==> src/rtl/mem_pkg.sv <==
// mem_pkg: shared constants, types and helpers for the BRAM-based buffers.
//   fifo_cnt_w(depth) : width of a FIFO occupancy count covering BRAM, the
//                       in-flight read and the output stage (0..depth+2).
//   FIFO_SKID_ENTRIES : number of entries in the FIFO output stage.
//   stage_cnt_t       : output-stage occupancy (0..2).
package mem_pkg;

  localparam int FIFO_SKID_ENTRIES = 2;

  typedef logic [1:0] stage_cnt_t;

  function automatic int fifo_cnt_w(input int depth);
    return $clog2(depth + 3);
  endfunction

endpackage

==> src/rtl/bram_block.sv <==
// bram_block: multi-port synchronous RAM array with registered read data.
//   clk   : clock, all ports sample on the rising edge
//   we    : per-port write enable
//   addr  : per-port address
//   wdata : per-port write data
//   rdata : per-port read data, mem[addr] registered one cycle after addr
// Contents are not reset.
module bram_block #(
  parameter int NUM_PORTS = 2,
  parameter int WIDTH     = 32,
  parameter int DEPTH     = 32,
  localparam int AW       = $clog2(DEPTH)
) (
  input  logic                                clk,
  input  logic [NUM_PORTS-1:0]                we,
  input  logic [NUM_PORTS-1:0][AW-1:0]        addr,
  input  logic [NUM_PORTS-1:0][WIDTH-1:0]     wdata,
  output logic [NUM_PORTS-1:0][WIDTH-1:0]     rdata
);

  logic [WIDTH-1:0]                 mem [DEPTH];
  logic [NUM_PORTS-1:0][WIDTH-1:0]  rdata_q;

  always_ff @(posedge clk) begin
    for (int unsigned p = 0; p < NUM_PORTS; p++) begin
      if (we[p]) begin
        mem[addr[p]] <= wdata[p];
      end
      rdata_q[p] <= mem[addr[p]];
    end
  end

  assign rdata = rdata_q;

endmodule

==> src/rtl/bram_fifo.sv <==
// bram_fifo: first-word-fall-through valid/ready FIFO on a two-port BRAM.
// Port 0 of the array writes, port 1 reads; the 1-cycle registered read is
// hidden behind a 2-entry output stage (head + skid) for full throughput.
//   clk, reset (async active-low), flush (sync clear, highest priority)
//   wr_valid / wr_ready / wr_data : producer side, wr_ready registered
//   rd_valid / rd_ready / rd_data : consumer side, rd_data = head entry
//   count : entries held in BRAM + in-flight read + output stage
// Optional macro BRAM_FIFO_BYPASS_EN: a write into a completely empty FIFO
// lands directly in the head register (latency 1 instead of 3).
module bram_fifo
  import mem_pkg::*;
#(
  parameter int WIDTH = 32,
  parameter int DEPTH = 32
) (
  input  logic                          clk,
  input  logic                          reset,
  input  logic                          flush,
  input  logic                          wr_valid,
  output logic                          wr_ready,
  input  logic [WIDTH-1:0]              wr_data,
  output logic                          rd_valid,
  input  logic                          rd_ready,
  output logic [WIDTH-1:0]              rd_data,
  output logic [fifo_cnt_w(DEPTH)-1:0]  count
);

  localparam int            AW        = $clog2(DEPTH);
  localparam int            CW        = fifo_cnt_w(DEPTH);
  localparam int            NUM_PORTS = 2;
  localparam logic [CW-1:0] DEPTH_C   = CW'(DEPTH);

  logic [AW-1:0]    wr_ptr_q, wr_ptr_d, rd_ptr_q, rd_ptr_d;
  logic [CW-1:0]    mem_cnt_q, mem_cnt_d, count_q, count_d;
  logic             pending_q, pending_d;
  stage_cnt_t       stage_cnt_q, stage_cnt_d;
  logic [WIDTH-1:0] head_q, head_d, skid_q, skid_d;
  logic             wr_ready_q, wr_ready_d, rd_valid_q, rd_valid_d;

  logic             wr_fire, pop, bypass, bram_wr, fetch;
  logic [2:0]       stage_need;
  stage_cnt_t       stage_after;

  logic [NUM_PORTS-1:0]             bram_we;
  logic [NUM_PORTS-1:0][AW-1:0]     bram_addr;
  logic [NUM_PORTS-1:0][WIDTH-1:0]  bram_wdata, bram_rdata;
  logic [WIDTH-1:0]                 port0_rdata_unused;

  always_comb begin
    wr_fire = wr_valid && wr_ready_q;
    pop     = rd_valid_q && rd_ready;
`ifdef BRAM_FIFO_BYPASS_EN
    bypass  = wr_fire && (count_q == '0) && !flush;
`else
    bypass  = 1'b0;
`endif
    bram_wr = wr_fire && !bypass && !flush;

    // Stage slots already claimed (held or in flight), minus the one a pop frees.
    stage_need = {1'b0, stage_cnt_q} + {2'b00, pending_q};
    fetch      = (mem_cnt_q != '0) && !flush &&
                 (stage_need < (3'(FIFO_SKID_ENTRIES) + {2'b00, pop}));

    wr_ptr_d  = wr_ptr_q + AW'(bram_wr);
    rd_ptr_d  = rd_ptr_q + AW'(fetch);
    mem_cnt_d = mem_cnt_q + CW'(bram_wr) - CW'(fetch);
    pending_d = fetch;

    stage_after = stage_cnt_q - stage_cnt_t'(pop);
    head_d      = head_q;
    skid_d      = skid_q;
    if (pop && (stage_cnt_q == stage_cnt_t'(FIFO_SKID_ENTRIES))) begin
      head_d = skid_q;
    end
    // Returning read data fills whichever slot is the tail after the pop.
    if (pending_q) begin
      if (stage_after == '0) begin
        head_d = bram_rdata[1];
      end else begin
        skid_d = bram_rdata[1];
      end
    end
    if (bypass) begin
      head_d = wr_data;
    end
    stage_cnt_d = stage_after + stage_cnt_t'(pending_q) + stage_cnt_t'(bypass);

    if (flush) begin
      wr_ptr_d    = '0;
      rd_ptr_d    = '0;
      mem_cnt_d   = '0;
      pending_d   = 1'b0;
      stage_cnt_d = '0;
    end

    wr_ready_d = (mem_cnt_d < DEPTH_C);
    rd_valid_d = (stage_cnt_d != '0);
    count_d    = mem_cnt_d + CW'(pending_d) + CW'(stage_cnt_d);

    bram_we       = {1'b0, bram_wr};
    bram_addr[0]  = wr_ptr_q;
    bram_addr[1]  = rd_ptr_q;
    bram_wdata[0] = wr_data;
    bram_wdata[1] = '0;
  end

  always_ff @(posedge clk or negedge reset) begin
    if (!reset) begin
      wr_ptr_q    <= '0;
      rd_ptr_q    <= '0;
      mem_cnt_q   <= '0;
      count_q     <= '0;
      pending_q   <= 1'b0;
      stage_cnt_q <= '0;
      head_q      <= '0;
      skid_q      <= '0;
      wr_ready_q  <= 1'b0;
      rd_valid_q  <= 1'b0;
    end else begin
      wr_ptr_q    <= wr_ptr_d;
      rd_ptr_q    <= rd_ptr_d;
      mem_cnt_q   <= mem_cnt_d;
      count_q     <= count_d;
      pending_q   <= pending_d;
      stage_cnt_q <= stage_cnt_d;
      head_q      <= head_d;
      skid_q      <= skid_d;
      wr_ready_q  <= wr_ready_d;
      rd_valid_q  <= rd_valid_d;
    end
  end

  bram_block #(
    .NUM_PORTS (NUM_PORTS),
    .WIDTH     (WIDTH),
    .DEPTH     (DEPTH)
  ) u_bram (
    .clk   (clk),
    .we    (bram_we),
    .addr  (bram_addr),
    .wdata (bram_wdata),
    .rdata (bram_rdata)
  );

  assign port0_rdata_unused = bram_rdata[0];

  assign wr_ready = wr_ready_q;
  assign rd_valid = rd_valid_q;
  assign rd_data  = head_q;
  assign count    = count_q;

endmodule
==> config.mk <==
export PLATFORM = sky130hd
export DESIGN_NAME = bram_fifo
export DESIGN_NICKNAME = d
export VERILOG_FILES = /design/src/rtl/mem_pkg.sv /design/src/rtl/bram_block.sv /design/src/rtl/bram_fifo.sv
export SDC_FILE = /design/constraint.sdc
export NUM_CORES = 1
export LEC_CHECK = 0
export BUFFER_PORTS_ARGS = -buffer_cell sky130_fd_sc_hd__buf_2
export CAP_MARGIN = 20
export CORE_MARGIN = 2
export CORE_UTILIZATION = 50
export CTS_CLUSTER_DIAMETER = 120
export CTS_CLUSTER_SIZE = 16
export DETAILED_ROUTE_END_ITERATION = 8
export PLACE_DENSITY = 0.76
export SYNTH_ARGS = -nofsm -noshare
export SYNTH_HDL_FRONTEND = slang
export SYNTH_SLANG_ARGS = --single-unit
==> constraint.sdc <==
create_clock -name clk -period 3.5 [get_ports clk]
set_clock_uncertainty 0.2 [all_clocks]
set_input_delay 1.05 -clock clk [delete_from_list [all_inputs] [get_ports clk]]
set_output_delay 1.05 -clock clk [all_outputs]
set_load 0.05 [all_outputs]
**Word-level counts from Yosys, hierarchy flattened**

Memories as Yosys holds them, arrays and structs flattened. A register that Yosys moved wholly into a read port is not among the register bits.
Cells that the tools add are included.

- Register bits after elaboration: 91
- Bits in writable memories: 1024
- Input bits: 37
- Memories kept: 1
- Logic and storage cells: 46

Memory list:

| memory | depth | bits a word | read ports | clocked after memory_dff | write ports | line | text |
|---|---|---|---|---|---|---|---|
| u_bram.mem | 32 | 32 | 1 | 1 | 1 | bram_block.sv:21 | `logic [WIDTH-1:0] mem [DEPTH];` |

- Eq/ne operators: 1
- Order comparisons: 2
- Add/subtract/negate cells: 10
- Reduce and logical (&&, ||, !) cells: 11
- Muxes and demuxes: 10
- Bitwise gates (word level): 1

Operator list:

| kind | count |
|---|---|
| $mux W32 | 3 |
| $add A6 B1 Y6 | 2 |
| $add A5 B1 Y5 | 2 |
| $mux W5 | 2 |
| $add A6 B2 Y6 | 1 |
| $logic_and A1 B1 Y1 | 6 |
| $lt A6 B6 Y1 const B | 1 |
| $mux W6 | 1 |
| $reduce_bool A6 Y1 | 1 |
| $sub A6 B1 Y6 | 1 |
| $add A2 B1 Y3 | 1 |
| $add A2 B1 Y3 const A | 1 |
| $lt A3 B3 Y1 | 1 |
| $mux W1 | 3 |
| $add A2 B1 Y2 | 1 |
| $eq A2 B2 Y1 const B | 1 |
| $logic_not A2 Y1 | 1 |
| $mux W2 | 1 |
| $reduce_and A2 Y1 | 1 |
| $reduce_bool A2 Y1 | 1 |
| $sub A2 B1 Y2 | 1 |
| $logic_not A1 Y1 | 1 |
| $not A1 Y1 | 1 |

**Logic depth before layout (Yosys ltp)**

Gate-level depths: netlist (run 1).

- Word-level depth: 8
- Gate-level depth with buffers: 15

**Modules after synthesis**

Synthesis (run 1) repeated with hierarchy kept, for this count alone.

- Cells, all modules: 4850
- Area, all modules: 65541.6 µm²

Modules (own cells, without submodules):

| module | seq. area each (µm²) | area each (µm²) | cells an instance | times used |
|---|---|---|---|---|
| bram_block | 32030.7 | 61398.9 | 4510 | 1 |
| bram_fifo | 2277.2 | 4142.7 | 340 | 1 |

**Least setup slack after synthesis (run 1)**

Ideal clock, no wire load.

- Path type: input to register
- Start: input port rd_ready
- End: register count_q[5] (netlist: count[5])
- Data required time: 3221 ps
- Library setup time: 79 ps
- Arrival: 3763 ps
- Slack: -542 ps
- Stages: 13
- Path through: and2_1 -> nand2b_1 -> a2111oi_0 -> ha_1 -> inv_1 -> ha_1 -> fa_1 -> nor2b_1 -> ha_1 -> a21o_1 -> nand2_1 -> nor3b_1 -> mux2i_1

- Cells in the longest elaborated chain, start to end: 8

RTL lines:

| item | line | text |
|---|---|---|
| start: declaration | bram_fifo.sv:23 | `input logic rd_ready,` |
| $logic_and A1 B1 Y1 | bram_fifo.sv:51 | `pop = rd_valid_q && rd_ready;` |
| $add A2 B1 Y3 | bram_fifo.sv:62 | `(stage_need < (3'(FIFO_SKID_ENTRIES) + {2'b00, pop}));` |
| $lt A3 B3 Y1 | bram_fifo.sv:62 |  |
| $logic_and A1 B1 Y1 | bram_fifo.sv:61 | `fetch = (mem_cnt_q != '0) && !flush &&` |
| $sub A6 B1 Y6 | bram_fifo.sv:66 | `mem_cnt_d = mem_cnt_q + CW'(bram_wr) - CW'(fetch);` |
| $mux W6 | bram_fifo.sv:88 | `if (flush) begin` |
| net mem_cnt_d[1] | bram_fifo.sv:34 | `logic [CW-1:0] mem_cnt_q, mem_cnt_d, count_q, count_d;` |
| $add A6 B1 Y6 | bram_fifo.sv:98 | `count_d = mem_cnt_d + CW'(pending_d) + CW'(stage_cnt_d);` |
| $add A6 B2 Y6 | bram_fifo.sv:98 |  |
| net count_d[5] | bram_fifo.sv:34 |  |
| end signal: assignment | bram_fifo.sv:123 | `count_q <= count_d;` |
| end: declaration | bram_fifo.sv:34 |  |

The timed path passes the listed nets, and every way through them passes these cells.
A chain may end at the register's enable or synchronous reset.

**Final worst setup path (run 1)**

- Start: register stage_cnt_q[0]
- End: register count_q[5] (netlist: count[5])

- Cells in the longest elaborated chain, start to end: 7

RTL lines:

| item | line | text |
|---|---|---|
| start: declaration | bram_fifo.sv:36 | `stage_cnt_t stage_cnt_q, stage_cnt_d;` |
| start signal: assignment | bram_fifo.sv:125 | `stage_cnt_q <= stage_cnt_d;` |
| $add A2 B1 Y3 | bram_fifo.sv:60 | `stage_need = {1'b0, stage_cnt_q} + {2'b00, pending_q};` |
| $lt A3 B3 Y1 | bram_fifo.sv:62 |  |
| $logic_and A1 B1 Y1 | bram_fifo.sv:61 |  |
| $sub A6 B1 Y6 | bram_fifo.sv:66 |  |
| $mux W6 | bram_fifo.sv:88 |  |
| net mem_cnt_d[1] | bram_fifo.sv:34 |  |
| $add A6 B1 Y6 | bram_fifo.sv:98 |  |
| $add A6 B2 Y6 | bram_fifo.sv:98 |  |
| net count_d[5] | bram_fifo.sv:34 |  |

The timed path passes the listed nets, and every way through them passes these cells.

==> results of run 1 <==
==> report_power, final <==
| part | switching (W) | internal [W] | total [W] |
|---|---|---|---|
| clock | 0.00436 | 0.00446 | 0.00882 |
| combinational | 0.00424 | 0.00403 | 0.00826 |
| sequential | 0.000406 | 0.0156 | 0.0160 |
==> layout by cell type (no fill, tap or decap), types with 6 or more instances in the layout <==
| master | n |
|---|---|
| nand2_1 | 6 |
| nor2_1 | 46 |
| buf_2 | 75 |
| nor2_4 | 32 |
| mux4_2 | 320 |
| clkbuf_16 | 84 |
| xnor2_1 | 6 |
| ha_1 | 13 |
| xor2_1 | 7 |
| buf_4 | 71 |
| nand3_1 | 7 |
| dfrtp_1 | 86 |
| edfxtp_1 | 1024 |
| inv_1 | 17 |
| a21oi_1 | 34 |
| mux2_2 | 65 |
| buf_12 | 51 |
| clkbuf_1 | 48 |
| mux2i_1 | 33 |
| dfxtp_1 | 32 |
==> cells in the mapped netlist (all sizes together) (3+ instances only) <==
cell type / count / area (sq um)
fa: 3 / 60.1
xor2: 7 / 61.3
dfrtp: 91 / 2280
dfxtp: 32 / 641
nor2b: 5 / 31.3
mux4: 320 / 7210
mux2: 65 / 732
a2111oi: 3 / 26.3
edfxtp: 1024 / 30700
ha: 17 / 213
mux2i: 33 / 330
xnor2: 6 / 52.6
buf: 39 / 219
clkbuf: 56 / 210
or3b: 3 / 26.3
nand3b: 4 / 30.0
nand3: 9 / 45.0
nand2b: 5 / 31.3
inv: 17 / 63.8
a21oi: 34 / 170
nor2: 78 / 293
nand2: 7 / 26.3
==> per-layer routing <==
metal  global-route usage  vias up
li1                     -     8169
met5                    0        -
met4               0.0673        4
met3               0.0426      157
met1                0.311    10800
met2                0.363     1065
==> registers in the layout (all words and copies together), names as in the netlist <==
name	cells
rd_valid	1
rd_data	32
rd_ptr_q	5
u_bram.rdata	32
wr_ready	1
mem_cnt_q	6
skid_q	32
count	6
wr_ptr_q	5
u_bram.mem	1024
pending_q	1
stage_cnt_q	2
==> worst paths after layout <==
kind,to,slack [ns],cells past startpoint
worst max-delay path,count[5],0.07,13
worst min-delay path,skid_q[3],0.24,1
worst max register to register,count[5],0.07,13
worst min register to register,rd_data[3],0.28,2
max in group asynchronous,rd_data[19],1.99,2
min in group clk,rd_data[3],0.28,2
==> cell type report <==
| type | count | area (sq um) | area share |
|---|---|---|---|
| Sequential cell | 1147 | 33700 | 0.684 |
| Multi-Input combinational cell | 615 | 9800 | 0.199 |
| Clock buffer | 132 | 2280 | 0.0464 |
| Timing Repair Buffer | 197 | 1930 | 0.0392 |
| Tap cell | 1155 | 1450 | 0.0294 |
| Inverter | 17 | 63.8 | 0.00130 |
| Clock inverter | 3 | 32.5 | 0.000661 |
| Antenna cell | 1 | 2.50 | 0.0000508 |
==> timing repair <==
| action | CTS | global route |
|---|---|---|
| gates cloned | 0 | 0 |
| resized for setup | 0 | 4 |
| endpoints found under the setup margin | 1 | 2 |
| buffers inserted | 0 | 0 |
| pin swaps | 1 | 6 |
==> per-stage QoR <==
stage          setup WS (ns)  setup TNS [ns]  cells  area [sq um]
6_report              0.0683               0   3267         49200
5_1_grt              -0.0871         -0.0871   3266         49200
4_1_cts               0.0296               0   3266         49200
3_5_place_dp          -0.409           -1.37   3131         46900
3_3_place_gp          -0.344           -1.22   3131         46900
2_1_floorplan         -0.377         -183.07   1874         43700
==> logic make-up (layout without fill, tap and decap cells) <==
| family | after synthesis | after routing | share of synthesized area |
|---|---|---|---|
| xor gates and xnor gates | 13 | 13 | 0.00261 |
| buffers and inverters | 112 | 349 | 0.0113 |
| DFF | 1147 | 1147 | 0.772 |
| muxes | 418 | 418 | 0.190 |
| adders and majority gates | 20 | 20 | 0.00625 |
| other | 0 | 1 | 0 |
| and+or+nand+nor | 121 | 121 | 0.0126 |
| AOI/OAI and AO/OA | 43 | 43 | 0.00554 |
==> flow_metrics.env, run 1 <==
export IMPL_status="finished, final reports clean"
export IMPL_initial_core_util=0.503
export IMPL_clk_pin_slew_ns=0.07
export IMPL_grt_max_degree=68
export IMPL_drt_iter0_drc=2491
export IMPL_fin_crit_sh=0.980
export IMPL_cts_hold_buf=0
export IMPL_fp_row_count=108
export IMPL_dr_wl_met3_mm=8.58
export IMPL_synth_nets=1931
export IMPL_path_class="reg -> reg"
export IMPL_p_per_area_nw_per_um2=673
export IMPL_path_cells="ha_2, ha_4, a2111oi_4, ha_1, inv_1, ha_2, fa_1, nor2b_4, ha_4, a21o_1, nand2_2, nor3b_2, mux2i_1"
export IMPL_worst_pin_slew_ns=0.795
export IMPL_synth_async_sr_flop_share=0.0793
export IMPL_cts_tree="done"
export IMPL_cts_sinks=1147
export IMPL_arrival_ns=3.78
export IMPL_overflow=0
export IMPL_grt_first_pass_wirelength_mm=144
export IMPL_required_ns=3.85
export IMPL_dp_hpwl_mm=54.2
export IMPL_cp_max_fo=2
export IMPL_dieArea_sq_um=89600
export IMPL_ys_seq_elements=1147
export IMPL_yosys_warnings=0
export IMPL_wirelength_mm=97.9
export IMPL_max_cap_viol_count=0
export IMPL_cts_htree_levels=3
export IMPL_nets=2116
export IMPL_hold_viol_final=0
export IMPL_post_route_drc_count=0
export IMPL_ir_worst_vdd_mv=0.483
export IMPL_wl_met2_mm=48.6
export IMPL_nFillCells=5979
export IMPL_vias=20200
export IMPL_grt_pass1_vias=20900
export IMPL_holdWs_ns=0.239
export IMPL_critPathLaunch="stage_cnt_q[0]"
export IMPL_area_growth_pct=12.9
export IMPL_wl_per_cell_um=30.0
export IMPL_cts_buffers=81
export IMPL_reg2reg_from="stage_cnt_q[0]"
export IMPL_antenna_found_initial=5
export IMPL_io_pin_count=77
export IMPL_syn_inst=1874
export IMPL_cp_slowest_stage_delay_ns=0.43
export IMPL_synthesis_area_sq_um=43600
export IMPL_port_buffer_count=76
export IMPL_relSlewSlack=0.470
export IMPL_setup_viol=0
export IMPL_avgSynthCellArea_sq_um=23.3
export IMPL_met1_length_mm=38.2
export IMPL_fmax_ghz=0.291
export IMPL_finalCoreUtilization=0.568
export IMPL_synth_distinct_cells=37
export IMPL_drt_vias_per_instance=6.19
export IMPL_insertion_delay_ns=0.63
export IMPL_worstHoldPathType="in -> async"
export IMPL_crit_slowest_cell="fa_1"
export IMPL_rsz0062_at_grt="yes"
export IMPL_final_antenna_net_count=0
export IMPL_top_layer_used="met5"
export IMPL_seq_area_frac_synth=0.772
export IMPL_cts_buffer_depth=3
export IMPL_synth_edff_count=1024
export IMPL_grt_util_all_layers=0.223
export IMPL_crit_path_end_kind="flop"
export IMPL_firstDrtPassIters=5
export IMPL_ys_flop_type="edfxtp_1"
export IMPL_cp_top_family="adder cells"
export IMPL_die_h_um=299
export IMPL_crit_buf_inv=1
export IMPL_cts_root_buf="clkbuf_16"
export IMPL_layout_drive_gt1_share=0.344
export IMPL_slew_violations=0
export IMPL_die_w_um=299
export IMPL_leakagePower_nw=15.6
export IMPL_period_needed_ns=3.43
export IMPL_p_total_w=0.0331
export IMPL_place_congestion=0.806
export IMPL_core_area_sq_um=86600
export IMPL_cp_start_kind="flop"
Power figures use the tool's default switching activity.
==> run 2, diff against run 1 <==
CORE_ASPECT_RATIO = 1.75   (was not set)
==> run 2 against run 1 <==
  * Register-to-register slack gained 0.05 ns
  * Clock power grew 0.8%
  * Sequential share of layout area grew 0.084 points
  * Routed wire length grew 0.37%
  * Non-clock buffer count shrank 13
  * Critical path type unchanged
  * Critical path depth is the same
  * Power shrank 0.14%
  * Worst hold slack lost 0.021 ns
  * Highest routed layer is now met4
==> flow_metrics.env, run 2 (synthesis gave the netlist of run 1 again) <==
export IMPL_status="finished, final reports clean"
export IMPL_place_congestion=0.754
export IMPL_largest_reg_flops=1024
export IMPL_cts_buffers=81
export IMPL_final_antenna_net_count=0
export IMPL_leakagePower_nw=15.5
export IMPL_antenna_found_initial=3
export IMPL_fin_ws_ns=0.118
export IMPL_crit_slowest_cell="fa_1"
export IMPL_die_h_um=395
export IMPL_drt_vias_per_instance=6.21
export IMPL_core_area_sq_um=86600
export IMPL_period_needed_ns=3.38
export IMPL_stdcell_count=3274
export IMPL_p_int_w=0.0241
export IMPL_power_switching_share=0.270
export IMPL_overflow=0
export IMPL_fp_row_count=143
export IMPL_hold_viol_final=0
export IMPL_cts_hold_buf=0
export IMPL_crit_top_cell="ha_4"
export IMPL_wl_per_cell_um=30.0
export IMPL_wirelength_mm=98.2
export IMPL_dp_hpwl_mm=54.4
export IMPL_p_switching_w=0.00895
export IMPL_fin_crit_sh=0.966
export IMPL_port_buffer_count=76
export IMPL_relSlewSlack=0.485
export IMPL_power_frac_seq=0.488
export IMPL_drt_iter0_drc=2096
export IMPL_cp_slowest_stage_delay_ns=0.41
export IMPL_layout_common_cells="edfxtp_1, mux4_2, dfrtp_1, clkbuf_16, buf_2"
export IMPL_crit_path_end_kind="flop"
export IMPL_cts_buffer_depth=3
export IMPL_layout_drive_gt1_share=0.338
export IMPL_p_per_area_nw_per_um2=673
export IMPL_rsz0062_at_grt="yes"
export IMPL_post_route_drc_count=0
export IMPL_firstDrtPassIters=6
export IMPL_required_ns=3.90
export IMPL_final_common_cell="edfxtp_1"
export IMPL_worst_pin_slew_ns=0.772
export IMPL_p_comb_frac=0.243
export IMPL_max_cap_viol_count=0
export IMPL_cp_max_fo=3
export IMPL_setup_tns_ns=0
export IMPL_dieArea_sq_um=89700
export IMPL_area_growth_pct=12.8
export IMPL_vias=20300
export IMPL_worstHoldPathType="in -> async"
export IMPL_die_w_um=227
export IMPL_cts_root_buf="clkbuf_16"
export IMPL_place_inst=3119
export IMPL_insertion_delay_ns=0.67
export IMPL_arrival_ns=3.78
export IMPL_path_cells="ha_2, ha_4, a2111oi_4, ha_1, inv_2, ha_4, fa_1, nor2b_4, ha_4, a21o_1, nand2_2, nor3b_2, mux2i_1"
export IMPL_grt_max_degree=69
export IMPL_fmax_ghz=0.296
export IMPL_cts_tree="done"
export IMPL_cts_sinks=1147
export IMPL_cts_htree_levels=3
export IMPL_clk_pin_slew_ns=0.08
export IMPL_nets=2103
export IMPL_cp_top_family="adder cells"
export IMPL_slew_violations=0
export IMPL_initial_core_util=0.504
export IMPL_p_total_w=0.0331
export IMPL_io_pin_count=77
export IMPL_p_clk_frac=0.269
export IMPL_crit_buf_inv=1
export IMPL_finalCoreUtilization=0.568
export IMPL_grt_util_all_layers=0.225
export IMPL_pre_cts_slack_ns=-0.447
export IMPL_cp_start_kind="flop"
export IMPL_grt_first_pass_wirelength_mm=144
export IMPL_ir_worst_vdd_mv=0.408
export IMPL_setup_viol=0
export IMPL_grt_pass1_vias=21000
export IMPL_path_class="reg -> reg"
==> run 2: cell count changes in the layout (fill, tap and decap cells not counted), moves of 2 or more <==
cell / before / now
clkbuf_1: 48 / 61
diode_2: 1 / 3
buf_12: 51 / 49
buf_4: 71 / 60
==> run 2: layout make-up <==
cell class	instances	area (sq um)
timing repair buffer	184	1810
inverter	17	63.8
antenna	3	7.51
clock buffer	145	2330
clock inverter	3	32.5
fill	6097	37400
tap	1160	1450
multi-input combinational	615	9800
sequential	1147	33700
==> run 2: worst paths after layout <==
kind                             startpoint     endpoint  slack [ns]  cells after the start
max                          stage_cnt_q[0]     count[5]        0.12                     13
min                                   reset   skid_q[24]        0.22                      1
max reg2reg                  stage_cnt_q[0]     count[5]        0.12                     13
min reg2reg                u_bram.rdata[48]  rd_data[16]        0.28                      2
max in group asynchronous             reset   rd_data[3]        2.21                      2
min in group clk           u_bram.rdata[48]  rd_data[16]        0.28                      2
==> run 2: layer usage <==
metal	up-vias	GRT usage	wire [um]
li1	8160	-	-
met1	11000	0.293	35600
met2	998	0.389	52600
met3	179	0.0310	6960
met4	0	0.0773	3110
met5	-	0	0
==> run 2: timing repair <==
item,in CTS,in global routing
endpoints found under the setup margin,1,2
pin swaps,2,5
setup buffers,1,3
gates resized for setup,1,5
==> run 2: power groups by stage <==
stage / Combinational, W / Sequential, W / Clock (W)
floorplan: 0.00532 / 0.0170 / 0
global placement: 0.00780 / 0.0164 / 0
detailed placement: 0.00803 / 0.0165 / 0
CTS: 0.00810 / 0.0162 / 0.00907
global route: 0.00860 / 0.0162 / 0.00952
finish: 0.00805 / 0.0161 / 0.00889
==> run 2: metrics by stage <==
stage	area, sq um	hold slack (ns)
4_1_cts	49100	0.191
2_1_floorplan	43700	0.257
3_5_place_dp	46700	0.276
6_report	49200	0.218
3_3_place_gp	46700	0.270
5_1_grt	49200	0.247
==> run 3, diff against run 2 <==
PLACE_DENSITY = 0.74   (was 0.76)
clock period = 4.4 ns   (was 3.5 ns; I/O delays follow)
==> run 3 against run 2 <==
  * Critical path depth up 1
  * Clock-buffer cell count shrank 16
  * Worst setup slack gained 0.44 ns
  * Final cell count fell by 0.52%
  * Routed wire length increased by 0.54%
  * Sequential share of layout area is 0.68 points higher
  * Register-to-register slack better by 0.48 ns
  * Sequential power down 20%
  * Highest routed layer is now met5
==> flow_metrics.env, run 3 (synthesis gave the netlist of run 1 again) <==
export IMPL_status="finished, final reports clean"
export IMPL_cts_buffers=81
export IMPL_drt_iter0_drc=2354
export IMPL_worst_pin_slew_ns=1.08
export IMPL_holdWs_ns=0.272
export IMPL_cts_buffer_depth=3
export IMPL_arrival_ns=4.16
export IMPL_slew_violations=0
export IMPL_period_needed_ns=3.84
export IMPL_io_pin_count=77
export IMPL_ctsResizeCount=0
export IMPL_cts_htree_levels=3
export IMPL_port_buffer_count=76
export IMPL_wirelength_mm=98.8
export IMPL_required_ns=4.72
export IMPL_rsz0062_at_grt="no"
export IMPL_vias=20100
export IMPL_place_congestion=0.792
export IMPL_wl_per_cell_um=30.3
export IMPL_nFillCells=6186
export IMPL_final_antenna_net_count=0
export IMPL_layout_common_cells="edfxtp_1, mux4_2, dfrtp_1, buf_4, clkbuf_16"
export IMPL_clk_pin_slew_ns=0.07
export IMPL_cts_sinks=1147
export IMPL_worstHoldPathType="reg -> reg"
export IMPL_drt_vias_per_instance=6.16
export IMPL_die_h_um=395
export IMPL_overflow=0
export IMPL_max_cap_viol_count=0
export IMPL_fmax_ghz=0.260
export IMPL_cts_root_buf="clkbuf_16"
export IMPL_antenna_found_initial=8
export IMPL_post_route_drc_count=0
export IMPL_relSlewSlack=0.280
export IMPL_firstDrtPassIters=5
export IMPL_hold_viol_final=0
export IMPL_register_area_sq_um=33700
export IMPL_multi_input_area_sq_um=9710
export IMPL_path_class="in -> reg"
export IMPL_core_area_sq_um=86600
export IMPL_area_growth_pct=11.7
export IMPL_nets=2103
export IMPL_grt_max_degree=81
export IMPL_setup_viol=0
export IMPL_cts_hold_buf=0
export IMPL_fin_crit_sh=0.874
export IMPL_cts_setup_buffers=0
export IMPL_largest_reg_flops=1024
export IMPL_final_common_cell="edfxtp_1"
export IMPL_cts_tree="done"
export IMPL_dieArea_sq_um=89700
export IMPL_die_w_um=227
export IMPL_layout_drive_gt1_share=0.334
export IMPL_crit_path_end_kind="flop"
export IMPL_grt_first_pass_wirelength_mm=145
export IMPL_grt_pass1_vias=21200
export IMPL_insertion_delay_ns=0.65
export IMPL_grt_util_all_layers=0.228
export IMPL_cp_start_kind="input pin"
export IMPL_dp_hpwl_mm=56.6
export IMPL_fp_row_count=143
export IMPL_initial_core_util=0.504
export IMPL_p_per_area_nw_per_um2=537
export IMPL_finalCoreUtilization=0.562
export IMPL_ir_worst_vdd_mv=0.325
export IMPL_cp_max_fo=2
export IMPL_leakagePower_nw=15.4
[run 3: cell count changes in the layout (fill, tap and decap cells not counted), sizes merged]
cell | previous run | this run
diode | 3 | 1
clkbuf | 145 | 129
clkinv | 1 | 0
inv | 18 | 20
[run 3: per-layer routing]
| metal | global-route usage | up-vias | wire [um] |
|---|---|---|---|
| li1 | - | 8137 | - |
| met3 | 0.0389 | 196 | 6720 |
| met1 | 0.275 | 10800 | 34300 |
| met2 | 0.404 | 884 | 53900 |
| met5 | 0 | - | 46 |
| met4 | 0.0900 | 8 | 3820 |
[run 3: worst max-delay path, cell delays in order]
cell	delay, ns
buf_2	0.07
and2_1	0.14
nand2b_1	0.08
a2111oi_0	0.43
buf_4	0.19
ha_1	0.21
inv_1	0.05
ha_1	0.19
fa_1	0.42
nor2b_1	0.15
buf_4	0.16
fa_1	0.45
buf_4	0.15
xor2_1	0.15
[run 3: layout make-up]
class                      count  share of cell area
tap                         1160              0.0298
inverter                      17             0.00131
clock buffer                 129              0.0462
multi-input combinational    615               0.199
clock inverter                 4            0.000694
timing repair buffer         184              0.0308
sequential                  1147               0.692
antenna                        1           0.0000514
[run 3: worst paths after layout]
kind	startpoint	endpoint	slack, ns	cells past startpoint
min in group asynchronous	reset	rd_data[24]	0.30	1
min	u_bram.rdata[39]	rd_data[7]	0.27	2
max in group asynchronous	reset	skid_q[15]	2.83	3
max	rd_ready	count[2]	0.56	14
min reg2reg	u_bram.rdata[39]	rd_data[7]	0.27	2
max reg2reg	pending_q	count[2]	0.60	13
[run 3: metrics by stage]
| step | instance area [sq um] | cells | setup TNS [ns] | power (W) | worst slack (ns) |
|---|---|---|---|---|---|
| global placement | 46400 | 3122 | -0.268 | 0.0193 | -0.107 |
| global route | 48700 | 3257 | 0 | 0.0272 | 0.261 |
| floorplan | 43600 | 1874 | 0 | 0.0177 | 0.0877 |
| detailed placement | 46400 | 3122 | -0.244 | 0.0195 | -0.0910 |
| CTS | 48700 | 3255 | 0 | 0.0264 | 0.586 |
| finish | 48700 | 3257 | 0 | 0.0261 | 0.556 |
[run 3: power breakdown]
group / total, W / internal [W] / switching [W]
Combinational: 0.00627 / 0.00312 / 0.00315
Sequential: 0.0129 / 0.0124 / 0.000488
Clock: 0.00695 / 0.00350 / 0.00344
